==> src/rtl/fifo_pkg.sv <==
// rtl/fifo_pkg.sv - shared defaults and width helpers for the FIFO stream reader
package fifo_pkg;

  localparam int DATA_W_DEF    = 8;
  localparam int BUF_DEPTH_DEF = 3;
  localparam int PKT_LEN_DEF   = 8;

  function automatic int clog2(input int v);
    int r;
    r = 0;
    for (int i = 0; i < 32; i++) begin
      if ((1 << r) < v) r = r + 1;
    end
    return r;
  endfunction

  // Zero-width vectors are illegal, so depth-1 counters still get one bit.
  function automatic int width_of(input int v);
    return (clog2(v) < 1) ? 1 : clog2(v);
  endfunction

endpackage

==> src/rtl/stream_skid_buf.sv <==
// rtl/stream_skid_buf.sv - DEPTH-entry circular buffer with push/pop, occupancy and head output
module stream_skid_buf
  import fifo_pkg::*;
#(
  parameter int DATA_W = DATA_W_DEF,
  parameter int DEPTH  = BUF_DEPTH_DEF
) (
  input  logic                         i_clk,
  input  logic                         i_rst_n,
  input  logic                         i_push,
  input  logic [DATA_W-1:0]            i_push_data,
  input  logic                         i_pop,
  output logic [DATA_W-1:0]            o_head,
  output logic                         o_valid,
  output logic [width_of(DEPTH+1)-1:0] o_cnt
);

  localparam int PTR_W = width_of(DEPTH);
  localparam int CNT_W = width_of(DEPTH + 1);

  logic [DATA_W-1:0] r_mem [DEPTH];
  logic [PTR_W-1:0]  r_wr_ptr;
  logic [PTR_W-1:0]  r_rd_ptr;
  logic [CNT_W-1:0]  r_cnt;
  logic              w_pop;

  // DEPTH need not be a power of two, so wrap is an explicit compare.
  function automatic logic [PTR_W-1:0] ptr_inc(input logic [PTR_W-1:0] p);
    return (p == PTR_W'(DEPTH - 1)) ? '0 : p + PTR_W'(1);
  endfunction

  assign w_pop   = i_pop && (r_cnt != '0);
  assign o_valid = (r_cnt != '0);
  assign o_head  = o_valid ? r_mem[r_rd_ptr] : '0;
  assign o_cnt   = r_cnt;

  always_ff @(posedge i_clk) begin
    if (i_push) r_mem[r_wr_ptr] <= i_push_data;
  end

  always_ff @(posedge i_clk or negedge i_rst_n) begin
    if (!i_rst_n) begin
      r_wr_ptr <= '0;
      r_rd_ptr <= '0;
      r_cnt    <= '0;
    end else begin
      if (i_push) r_wr_ptr <= ptr_inc(r_wr_ptr);
      if (w_pop)  r_rd_ptr <= ptr_inc(r_rd_ptr);
      case ({i_push, w_pop})
        2'b10:   r_cnt <= r_cnt + CNT_W'(1);
        2'b01:   r_cnt <= r_cnt - CNT_W'(1);
        default: r_cnt <= r_cnt;
      endcase
    end
  end

endmodule

==> src/rtl/fifo_stream_reader.sv <==
// rtl/fifo_stream_reader.sv - FIFO read master with credit-managed buffer and packet-framed stream output
module fifo_stream_reader
  import fifo_pkg::*;
#(
  parameter int DATA_W    = DATA_W_DEF,
  parameter int BUF_DEPTH = BUF_DEPTH_DEF,
  parameter int PKT_LEN   = PKT_LEN_DEF
) (
  input  logic                             clk,
  input  logic                             rst,
  input  logic                             en,
  input  logic                             fifo_empty,
  output logic                             fifo_rd,
  input  logic [DATA_W-1:0]                fifo_data,
  output logic [DATA_W-1:0]                out_data,
  output logic                             out_valid,
  input  logic                             out_ready,
  output logic                             out_last,
  output logic [width_of(BUF_DEPTH+1)-1:0] buf_cnt
);

  localparam int IDX_W = width_of(PKT_LEN);

  logic             r_inflight;
  logic [IDX_W-1:0] r_beat_idx;
  logic             w_credit_ok;
  logic             w_xfer;

  // A read in flight already owns a buffer slot, so it counts against credit.
  assign w_credit_ok = (int'(buf_cnt) + int'(r_inflight)) < BUF_DEPTH;
  assign fifo_rd     = rst && en && !fifo_empty && w_credit_ok;
  assign w_xfer      = out_valid && out_ready;
  assign out_last    = out_valid && (r_beat_idx == IDX_W'(PKT_LEN - 1));

  always_ff @(posedge clk or negedge rst) begin
    if (!rst) begin
      r_inflight <= 1'b0;
      r_beat_idx <= '0;
    end else begin
      r_inflight <= fifo_rd;
      if (w_xfer) begin
        r_beat_idx <= (r_beat_idx == IDX_W'(PKT_LEN - 1)) ? '0 : r_beat_idx + IDX_W'(1);
      end
    end
  end

  stream_skid_buf #(
    .DATA_W (DATA_W),
    .DEPTH  (BUF_DEPTH)
  ) u_buf (
    .i_clk       (clk),
    .i_rst_n     (rst),
    .i_push      (r_inflight),
    .i_push_data (fifo_data),
    .i_pop       (w_xfer),
    .o_head      (out_data),
    .o_valid     (out_valid),
    .o_cnt       (buf_cnt)
  );

endmodule
==> config.mk <==
export PLATFORM = sky130hd
export DESIGN_NAME = fifo_stream_reader
export DESIGN_NICKNAME = d
export VERILOG_FILES = /design/src/rtl/fifo_pkg.sv /design/src/rtl/stream_skid_buf.sv /design/src/rtl/fifo_stream_reader.sv
export SDC_FILE = /design/constraint.sdc
export NUM_CORES = 1
export LEC_CHECK = 0
export BUFFER_PORTS_ARGS = -buffer_cell sky130_fd_sc_hd__buf_2
export CAP_MARGIN = 10
export CORE_MARGIN = 2
export CORE_UTILIZATION = 30
export CTS_CLUSTER_DIAMETER = 200
export DETAILED_ROUTE_END_ITERATION = 8
export GPL_TIMING_DRIVEN = 0
export PLACE_DENSITY = 0.48
export SYNTH_ARGS = -nofsm -noshare
export SYNTH_HDL_FRONTEND = slang
export SYNTH_SLANG_ARGS = --single-unit
==> constraint.sdc <==
create_clock -name clk -period 4.8 [get_ports clk]
set_input_delay 0 -clock clk [delete_from_list [all_inputs] [get_ports clk]]
set_output_delay 0 -clock clk [all_outputs]
set_load 0.1 [all_outputs]
# Word level (Yosys, flattened, before mapping)
# Memory sizes are Yosys's and may differ from the RTL's.
# Index checks and enable logic that the tools add are counted.
# classes
eq_ne	5
n_mux	7
addsub	6
reduce_logical	9
n_lt_le_gt_ge	1
# ops
cell	n
8-bit 2-to-1 mux	1
2-bit by 1-bit adder with 2-bit output, second input constant	3
2-bit == test, second input constant	3
1-bit logical AND	6
2-bit 2-to-1 mux	2
2-bit case mux with 2 select lines	1
2-bit nonzero test	2
2-bit by 1-bit adder with 3-bit output	1
3-bit by 1-bit adder with 3-bit output, second input constant	1
3-bit == test, second input constant	1
3-bit by 2-bit less-than comparator with 1-bit output, second input constant	1
3-bit 2-to-1 mux	1
2-bit by 1-bit == test with 1-bit output, second input constant	1
1-bit 2-to-1 mux	2
2-bit by 1-bit subtractor with 2-bit output, second input constant	1
1-bit zero test	1
# totals
reg_bits	10
ram_bits	24
elab_cells	34
output_inout_bits	13
input_bits	13
n_memories	1
# mem_list
memory	words	word_bits	rd	rd_clocked_by_memory_dff	wr	line_no	rtl
u_buf.r_mem	3	8	1	0	1	stream_skid_buf.sv:21	logic [DATA_W-1:0] r_mem [DEPTH];

# Depth between registers and ports, before layout
# Gate-level depths: netlist (run 1).
# logic_depth
depth_word	5
ltp_mapped	6
mapped_depth_nobuf	6

# Cells and area by module
# Synthesis (run 1) repeated with hierarchy kept, for this count alone.
# hier_totals
hier_cells	94
hier_area_um2	1481.4
# modules_own_cells
module	n_inst	area_each_um2	seq_area_each_um2	cells_per_inst
stream_skid_buf	1	1246.2	870.8	77
fifo_stream_reader	1	235.2	100.1	17

# Worst setup path before layout (run 1)
# Ideal clock, no wire load.
# synth_timing
path_kind	register to register
start	reg u_buf.r_cnt[0], in the netlist u_buf.o_cnt[0]
end	reg r_inflight
synth_period_minus_slack_ns	6.963
stages_incl_launch_ff	4
t_arrival_ns	6.358
n_path_buf	0
setup_slack_ns	-2.163
required_ns	4.195
setup_ns	0.605
path_cell_list	dfrtp_1 > ha_1 > ha_1 > a2111oi_0
# synth_between
elab_chain_len	3
# synth_rtl
item	line_no	rtl
start: declaration	stream_skid_buf.sv:24	logic [CNT_W-1:0] r_cnt;
start signal: assignment	stream_skid_buf.sv:50	2'b10: r_cnt <= r_cnt + CNT_W'(1);
start signal: assignment	stream_skid_buf.sv:51	2'b01: r_cnt <= r_cnt - CNT_W'(1);
start signal: assignment	stream_skid_buf.sv:52	default: r_cnt <= r_cnt;
2-bit by 1-bit adder with 3-bit output	fifo_stream_reader.sv:30	assign w_credit_ok = (int'(buf_cnt) + int'(r_inflight)) < BUF_DEPTH;
3-bit by 2-bit less-than comparator with 1-bit output	fifo_stream_reader.sv:30	
1-bit logical AND	fifo_stream_reader.sv:31	assign fifo_rd = rst && en && !fifo_empty && w_credit_ok;
net fifo_rd	fifo_stream_reader.sv:13	output logic fifo_rd,
end signal: assignment	fifo_stream_reader.sv:40	r_inflight <= fifo_rd;
end: declaration	fifo_stream_reader.sv:24	logic r_inflight;
# The timed path passes the listed nets, and every way through them passes these cells.
# A chain may end at the register's enable or synchronous reset.

# Worst setup path after layout (run 1)
# layout_timing
start	reg u_buf.r_cnt[0], in the netlist u_buf.o_cnt[0]
end	out fifo_rd
# layout_between
elab_chain_len	3
# layout_rtl
item	line_no
2-bit by 1-bit adder with 3-bit output	fifo_stream_reader.sv:30
3-bit by 2-bit less-than comparator with 1-bit output	fifo_stream_reader.sv:30
1-bit logical AND	fifo_stream_reader.sv:31
end: declaration	fifo_stream_reader.sv:13
# Every way passes these cells.

==> run summary, run 1 <==
The run finished with clean final reports. TritonCTS built the clock tree. The deepest level of the CTS H-tree is 2.

By startpoint and endpoint, the worst setup path is classified as register to output port. Top-level port count: 26. The later pin in the worst-skew pair is clocked with a latency of 280 ps. The antenna cell count was 0; the post-detailed-route wirelength per cell was 13.3 um. The overall overflow remaining after global route is 0, and the number of instances resized during post-cts repair is 0. The final cycle utilization of the critical path was 45.0%; the maximum fanout along the worst path was 6. Routability-driven placement finished with a final weighted congestion of 0.655. At the pin with the least slew margin, the transition time is 820 ps. Setup repair after global routing left no endpoint under its margin. The mean instance size in the synthesized netlist is 15.3 um2, and the starting density of the core is 30.8%.

During synthesis, Yosys emitted a total of 0 warnings. The post-detailed-route via-to-cell ratio came out at 4.40. Setup violations remaining at the end of the flow were counted as 0. The worst setup path is launched from a register. The number of endpoints with negative hold slack in the final report was 0; the ratio of cells with drive above 1 in the final layout was 33.1%.

For the number of global-route vias before repair, the log shows 857. In this run the worst setup path begins at u_buf.o_cnt[0]. The launching point of the worst reg2reg path is u_buf.o_cnt[0]. Data required time at the worst endpoint: 4800 ps. Entering global routing, the biggest net connects 12 pins.

The tools report the post-synth design cell area as 1440 um2. The achievable clock frequency is 0.463 GHz, and the clock sink count is 34. The floorplan has 25 rows.

First-pass GRT wire length: 3.95 mm. Hold repair after CTS inserted 11 buffers. The run gives 156 as the number of nets in the finished design.

The logs give 0 for the number of antenna violations at the first check in global routing and 0 for the number of slew-limit violations in the final report. Data arrives at the worst endpoint at 2160 ps. The number of different library cells used by synthesis comes to 21.

The tools report the detailed-route via count as 850. The detailed-route DRC error count was 0. Max-cap violations in this run came to 0. Counting flops and latches in the post-synthesis netlist gives 34.

Sequential elements use 67.6% of the synthesized area. The maximum clock path buffer count is 2. The clock period minus worst slack works out to 2160 ps. Clock skew on the completed layout was measured at 1.81 ps. The run gives 5360 um2 as the overall die area. The run gives 10.6% as the overall global routing resource usage. The width of the chip came out at 73.2 um.

The cell sitting at the root of the clock tree is a sky130_fd_sc_hd__clkbuf_8. The worst setup path is captured at an output port. The run gives 94 as the instance count of the mapped netlist.

Measured along the y axis, the die boundary spans 73.2 um. The total negative slack was 0 ps; the clock transition at the registers of the reported paths was 60 ps. The area growth from synthesis to layout is 27.8%.

When the netlist entered floorplanning its net count stood at 112. Cells fill 39.4% of the core in the end. The total core area is 4660 um2, and the number of CTS-inserted buffers is 5. In this run the tightest slew margin relative to its limit is 45.1%.

For the HPWL after detailed placement, the log shows 1.73 mm. After clock tree synthesis, the setup repair step added 0 buffers. The min-delay analysis places its worst path in the category input port to register. Once detail routing completed, the nets flagged for antenna violations numbered 0. The detailed router finished its first iteration with 17 violations. The first TritonRoute pass finished after 4 iterations. Buffers placed on the I/O ports in this run total 25. The total wirelength of the detailed-routed design came out at 2.57 mm. The worst min-delay path startpoint is out_ready.
cells in the mapped netlist (all sizes together):
cell / count / area (um2)
edfxtp: 24 / 721
nor2: 11 / 43.8
dfrtp: 10 / 250
mux2: 9 / 101
mux2i: 8 / 80.1
ha: 5 / 62.6
a21o: 4 / 30.0
nand2: 4 / 15.0
inv: 3 / 11.3
nor3: 3 / 15.0
o21ai: 3 / 26.3
nand2b: 2 / 12.5
xnor2: 2 / 17.5
a2111oi: 1 / 8.76
buf: 1 / 5.00
clkbuf: 1 / 13.8
nor2b: 1 / 6.26
nor3b: 1 / 7.51
xor2: 1 / 8.76
worst paths after layout:
kind                                  endpoint  slack, ps  cells past startpoint
worst min register to register   r_beat_idx[1]        500                      2
max in group asynchronous       u_buf.o_cnt[0]       4470                      2
worst max register to register      r_inflight       2760                      4
worst max-delay path                   fifo_rd       2640                      4
min in group asynchronous           r_inflight        130                      2
worst min-delay path             r_beat_idx[1]         90                      3
area by class of cell:
| cell class | instances | area (um2) |
|---|---|---|
| Fill cell | 424 | 2830 |
| Sequential cell | 34 | 971 |
| Multi-Input combinational cell | 55 | 447 |
| Timing Repair Buffer | 37 | 240 |
| Clock buffer | 5 | 68.8 |
| Tap cell | 54 | 67.6 |
| Buffer | 2 | 18.8 |
| Clock inverter | 3 | 11.3 |
| Inverter | 3 | 11.3 |
sequential cells by signal (all words and copies together), names as in the netlist:
register and cells:
r_inflight 1, u_buf.r_mem 24, u_buf.r_wr_ptr 2, u_buf.r_rd_ptr 2, u_buf.o_cnt 2, r_beat_idx 3
kinds of logic after synthesis:
family / after synthesis / share of synthesized area, %
flops: 34 / 67.6
simple gates: 22 / 6.97
mux: 17 / 12.6
compound gates: 8 / 4.53
buf+inv: 5 / 2.09
fa+ha+maj: 5 / 4.36
xor+xnor: 3 / 1.83
through the flow:
stage | setup slack [ps] | instance area, um2 | instances | hold slack [ps]
after detailed placement | 2930 | 1650 | 174 | -112
after global placement | 2680 | 1640 | 173 | -123
after floorplan | 901 | 1440 | 94 | -296
final | 2640 | 1840 | 193 | 94.3
after global routing | 2540 | 1840 | 193 | 109
after CTS | 2620 | 1840 | 193 | 87.8
critical path, stage by stage (launching register included):
cell and delay (ps):
sky130_fd_sc_hd__dfrtp_1 480, sky130_fd_sc_hd__ha_1 250, sky130_fd_sc_hd__ha_1 280, sky130_fd_sc_hd__a2111oi_2 380, sky130_fd_sc_hd__buf_2 490
cells in the final DEF (no fill, tap or decap), drive strengths merged:
cell type / Yosys / layout
a2111oi: 1 / 1
a21o: 4 / 4
buf: 1 / 27
clkbuf: 1 / 6
clkinv: 0 / 3
dfrtp: 10 / 10
dlygate4sd3: 0 / 11
edfxtp: 24 / 24
ha: 5 / 5
inv: 3 / 3
mux2: 9 / 9
mux2i: 8 / 8
nand2: 4 / 4
nand2b: 2 / 2
nor2: 11 / 11
nor2b: 1 / 1
nor3: 3 / 3
nor3b: 1 / 1
o21ai: 3 / 3
xnor2: 2 / 2
xor2: 1 / 1
metal layers:
layer	vias up	track usage (%)	wire [um]
li1	429	-	-
met1	395	10.8	1060
met2	19	17.8	1290
met3	7	4.56	130
met4	0	6.58	101
met5	-	0	0
Power of run 1 is not shown: default switching activity piles up to over one toggle a cycle in this logic, so the estimate is an artifact.
==> run 2, diff against run 1 <==
--- a/config.mk
+++ b/config.mk
@@ -5,6 +5,7 @@
 export SDC_FILE = /design/constraint.sdc
 export NUM_CORES = 1
 export LEC_CHECK = 0
+export ABC_AREA = 1
 export BUFFER_PORTS_ARGS = -buffer_cell sky130_fd_sc_hd__buf_2
 export CAP_MARGIN = 10
 export CORE_MARGIN = 2
==> constraint.sdc (replaced) <==
create_clock -name clk -period 2.1 [get_ports clk]
set_input_delay 0 -clock clk [delete_from_list [all_inputs] [get_ports clk]]
set_output_delay 0 -clock clk [all_outputs]
set_load 0.1 [all_outputs]
==> run 2 against run 1 <==
  * Clock skew grew 1.7 ps
  * Wire length is 22% higher
  * Register-to-register slack got worse by 2200 ps
  * Die area up 8.7%
  * Largest cell class unchanged
  * Highest routed layer unchanged
  * Cell area is 8.9% higher
  * Critical path depth rose by 2
  * Flip-flop and latch count is the same
  * Cell count increased by 30%
  * Core utilization barely moved
  * Synthesized area increased by 9.2%
  * Clock-buffer cell count grew 1
==> run summary, run 2 <==
The tools report the met2 layer wire length in the routed design as 1.61 mm. In the layout the commonest cells are sky130_fd_sc_hd__nand2_1 (36), sky130_fd_sc_hd__buf_2 (26), sky130_fd_sc_hd__edfxtp_1 (24), sky130_fd_sc_hd__inv_1 (17), sky130_fd_sc_hd__nand3_1 (12). Post-CTS repair changed the size of 0 cells. In the synthesized netlist the dominant register cell turns out to be sky130_fd_sc_hd__edfxtp_1.

The first TritonRoute pass finished after 4 iterations. In this design, the critical path's most frequently occurring cell is sky130_fd_sc_hd__ha_1. The post-detailed-route count of antenna-violating nets was 0; the top-level port count was 26.

From left edge to right edge, the die measures 76.3 um. The type of the setup path with the least slack is register to output port. The stage delay of the slowest cell on the critical path was 460 ps. The clock passes through at most 2 buffers.

The relative area change from synthesis to final layout works out to 27.4%. Yosys mapped a number of flops with a built-in enable equal to 24. The run gives 2100 ps as the data required time at the worst endpoint. The worst hold path belongs to the class input port to register. Global routing consumed, over all layers together, 11.9% of the routing resources. The tools report the total wirelength of the detailed-routed design as 3.13 mm. Yosys attributes the largest share of cell area to sky130_fd_sc_hd__edfxtp_1 (46%), sky130_fd_sc_hd__dfrtp_1 (16%), sky130_fd_sc_hd__nand2_1 (8.6%), sky130_fd_sc_hd__nand3_2 (5.1%), sky130_fd_sc_hd__inv_1 (4.1%). The final layout contains 198 nets. Setup skew after layout: 3.47 ps.

Buffers added to address setup during post-CTS repair amount to 0. For the worst setup path, the data arrival time is 1910 ps. The commonest cells after synthesis are sky130_fd_sc_hd__nand2_1 (36), sky130_fd_sc_hd__edfxtp_1 (24), sky130_fd_sc_hd__inv_1 (17). The number of antenna violations at the first check in global routing was 0. The post-detailed-route via-to-cell ratio works out to 4.29. After detailed routing, the average wire length per cell comes to 12.5 um. The number of different library cells used by synthesis comes to 23. Setup violations remaining at the end of the flow were counted as 0. The tools report the number of endpoints with negative hold slack in the final report as 0. Summed over all layers, the global routing overflow is 0.

The number of hold buffers added after CTS was 10. The cell with the largest stage delay on the worst path is sky130_fd_sc_hd__dfrtp_2. Averaged over all synthesized cells, the footprint is 11.5 um2.

The ratio of cells with drive above 1 in the final layout was 33.7%; the detailed-route DRC error count was 0. For the largest net degree at the start of global routing, the log shows 12. The quantity of I/O buffers inserted on ports was 25; the instance count of the mapped netlist was 137. The most area-hungry cell type in the Yosys netlist is sky130_fd_sc_hd__edfxtp_1. Of all flip-flops after synthesis, the portion carrying an async set or reset was 29.4%. The floorplan step defined a core boundary enclosing 5070 um2. The register name with the most flops is u_buf.r_mem. The transition time at the pin with the least slew margin came out at 490 ps. The worst path needs 1910 ps of the cycle, external delays included. The sequential share of the synthesized area is 61.9%, and the number of register bits inferred by synthesis is 34. 0 antenna diodes ended up in the layout. Element type at the critical path end: an output port. For the number of synthesis warnings, the log shows 0.

Setup repair after global routing left no endpoint under its margin. TritonCTS built the clock tree. The remaining max-slew budget at the tightest pin is 67.5%, and the HPWL after detailed placement is 2.16 mm. The root cell of the clock tree was sky130_fd_sc_hd__clkbuf_8.

The final cycle utilization of the critical path came out at 90.9%. The count of routing violations after the opening detailed-route iteration came out at 21. The post-synth design cell area is 1570 um2.

The number of nets handed over by synthesis was 155. The deepest level of the CTS H-tree was 2. The placer's final routability congestion estimate is 0.670.

The clock drives 34 sinks. The maximum fanout along the worst path is 6, and the detailed-route via count is 1076. In the final layout, the registers with the most flip-flops are u_buf.r_mem: 24 flops, r_beat_idx: 3 flops.

The later pin in the worst-skew pair is clocked with a latency of 280 ps. Leaving out fill and tap cells, the most frequent cell in the layout is sky130_fd_sc_hd__nand2_1. The routed length on met1 is 1.33 mm. Measured along the y axis, the die boundary spans 76.3 um.

Traced cell by cell, the critical path runs through ha_1 > ha_1 > nor2_1 > nand3_1 > a21oi_4 > buf_2. Wire segments on met3 add up to 121 um in the final route. The starting density of the core came out at 30.9%.

The number of CTS-inserted buffers came out at 5. In the post-synthesis netlist, the cell with the most instances is sky130_fd_sc_hd__nand2_1. The die covers 5820 um2. The worst setup path is launched from a register. The uppermost metal layer occupied by signal nets is met4. The number of global-route vias before repair came out at 1133.

The total negative slack was 0 ps; the reported max-cap violation count was 0. Of the post-synthesis cell area, the dominant cell type holds 45.9%. The achievable clock frequency is 0.524 GHz, and the number of flip-flops in the largest register is 24. The first global-routing pass estimated 5.18 mm of wire. The run finished with clean final reports. For the number of slew-limit violations in the final report, the log shows 0. After clock tree synthesis, the clock-pin slew on the worst setup and hold paths is 70 ps.

The run gives 26 as the cell row count.
run 2: cell types whose count changed after synthesis, sizes merged, moves of 2 or more:
cell	delta
inv	+17
a21o	-4
mux2i	-8
nor3	-2
nor2	-6
nand2	+38
mux2	-9
nand3	+20
nand2b	-2
run 2: logic make-up after synthesis:
kind of cell / count (synthesis) / share of synthesized area [%]
and+or+nand+nor: 69 / 23.7
xor gates and xnor gates: 1 / 0.558
buffers and inverters: 23 / 8.05
AOI/OAI and AO/OA: 5 / 1.83
adders and majority gates: 5 / 3.99
DFF: 34 / 61.9
run 2: stage by stage:
| step | utilization (%) | std cells | area (um2) | hold slack [ps] | worst slack, ps |
|---|---|---|---|---|---|
| 2_1_floorplan | - | 137 | 1590 | -296 | 83.0 |
| 4_1_cts | 39.4 | 251 | 2000 | 0.362 | 159 |
| 3_5_place_dp | 35.5 | 233 | 1800 | -110 | 494 |
| 3_3_place_gp | 35.4 | 232 | 1800 | -116 | 154 |
| 6_report | 39.4 | 251 | 2000 | 12.9 | 192 |
| 5_1_grt | 39.4 | 251 | 2000 | 1.66 | 58.8 |
run 2: final timing paths:
kind / cells after the start / slack (ps) / endpoint / from
worst max-delay path: 6 / 190 / fifo_rd / u_buf.o_cnt[0]
min in group asynchronous: 2 / 110 / u_buf.o_cnt[1] / rst
worst min register to register: 2 / 490 / r_beat_idx[1] / r_beat_idx[1]
worst max register to register: 9 / 550 / u_buf.o_cnt[1] / u_buf.o_cnt[1]
worst min-delay path: 3 / 10 / r_inflight / en
max in group asynchronous: 2 / 1770 / u_buf.o_cnt[0] / rst
run 2: critical path, delay by kind of cell (launching register included):
kind	cells	cell delay [ps]
AOI/OAI and AO/OA	1	130
adders and majority gates	2	400
buffers and inverters	1	430
DFF	1	460
and+or+nand+nor	2	200
run 2: final cells by class:
cell class,instances,area (um2)
fill,508,3080
sequential,34,973
multi-input combinational,80,485
timing repair buffer,36,230
inverter,21,108
tap,70,87.6
clock buffer,6,82.6
buffer,2,18.8
clock inverter,2,12.5
run 2: per-layer routing:
| layer | GRT usage, % | up-vias |
|---|---|---|
| met3 | 4.03 | 7 |
| met2 | 19.9 | 21 |
| met1 | 13.1 | 511 |
| li1 | - | 537 |
| met5 | 0 | - |
| met4 | 7.09 | 0 |
Power of run 2 is left out for the same reason.
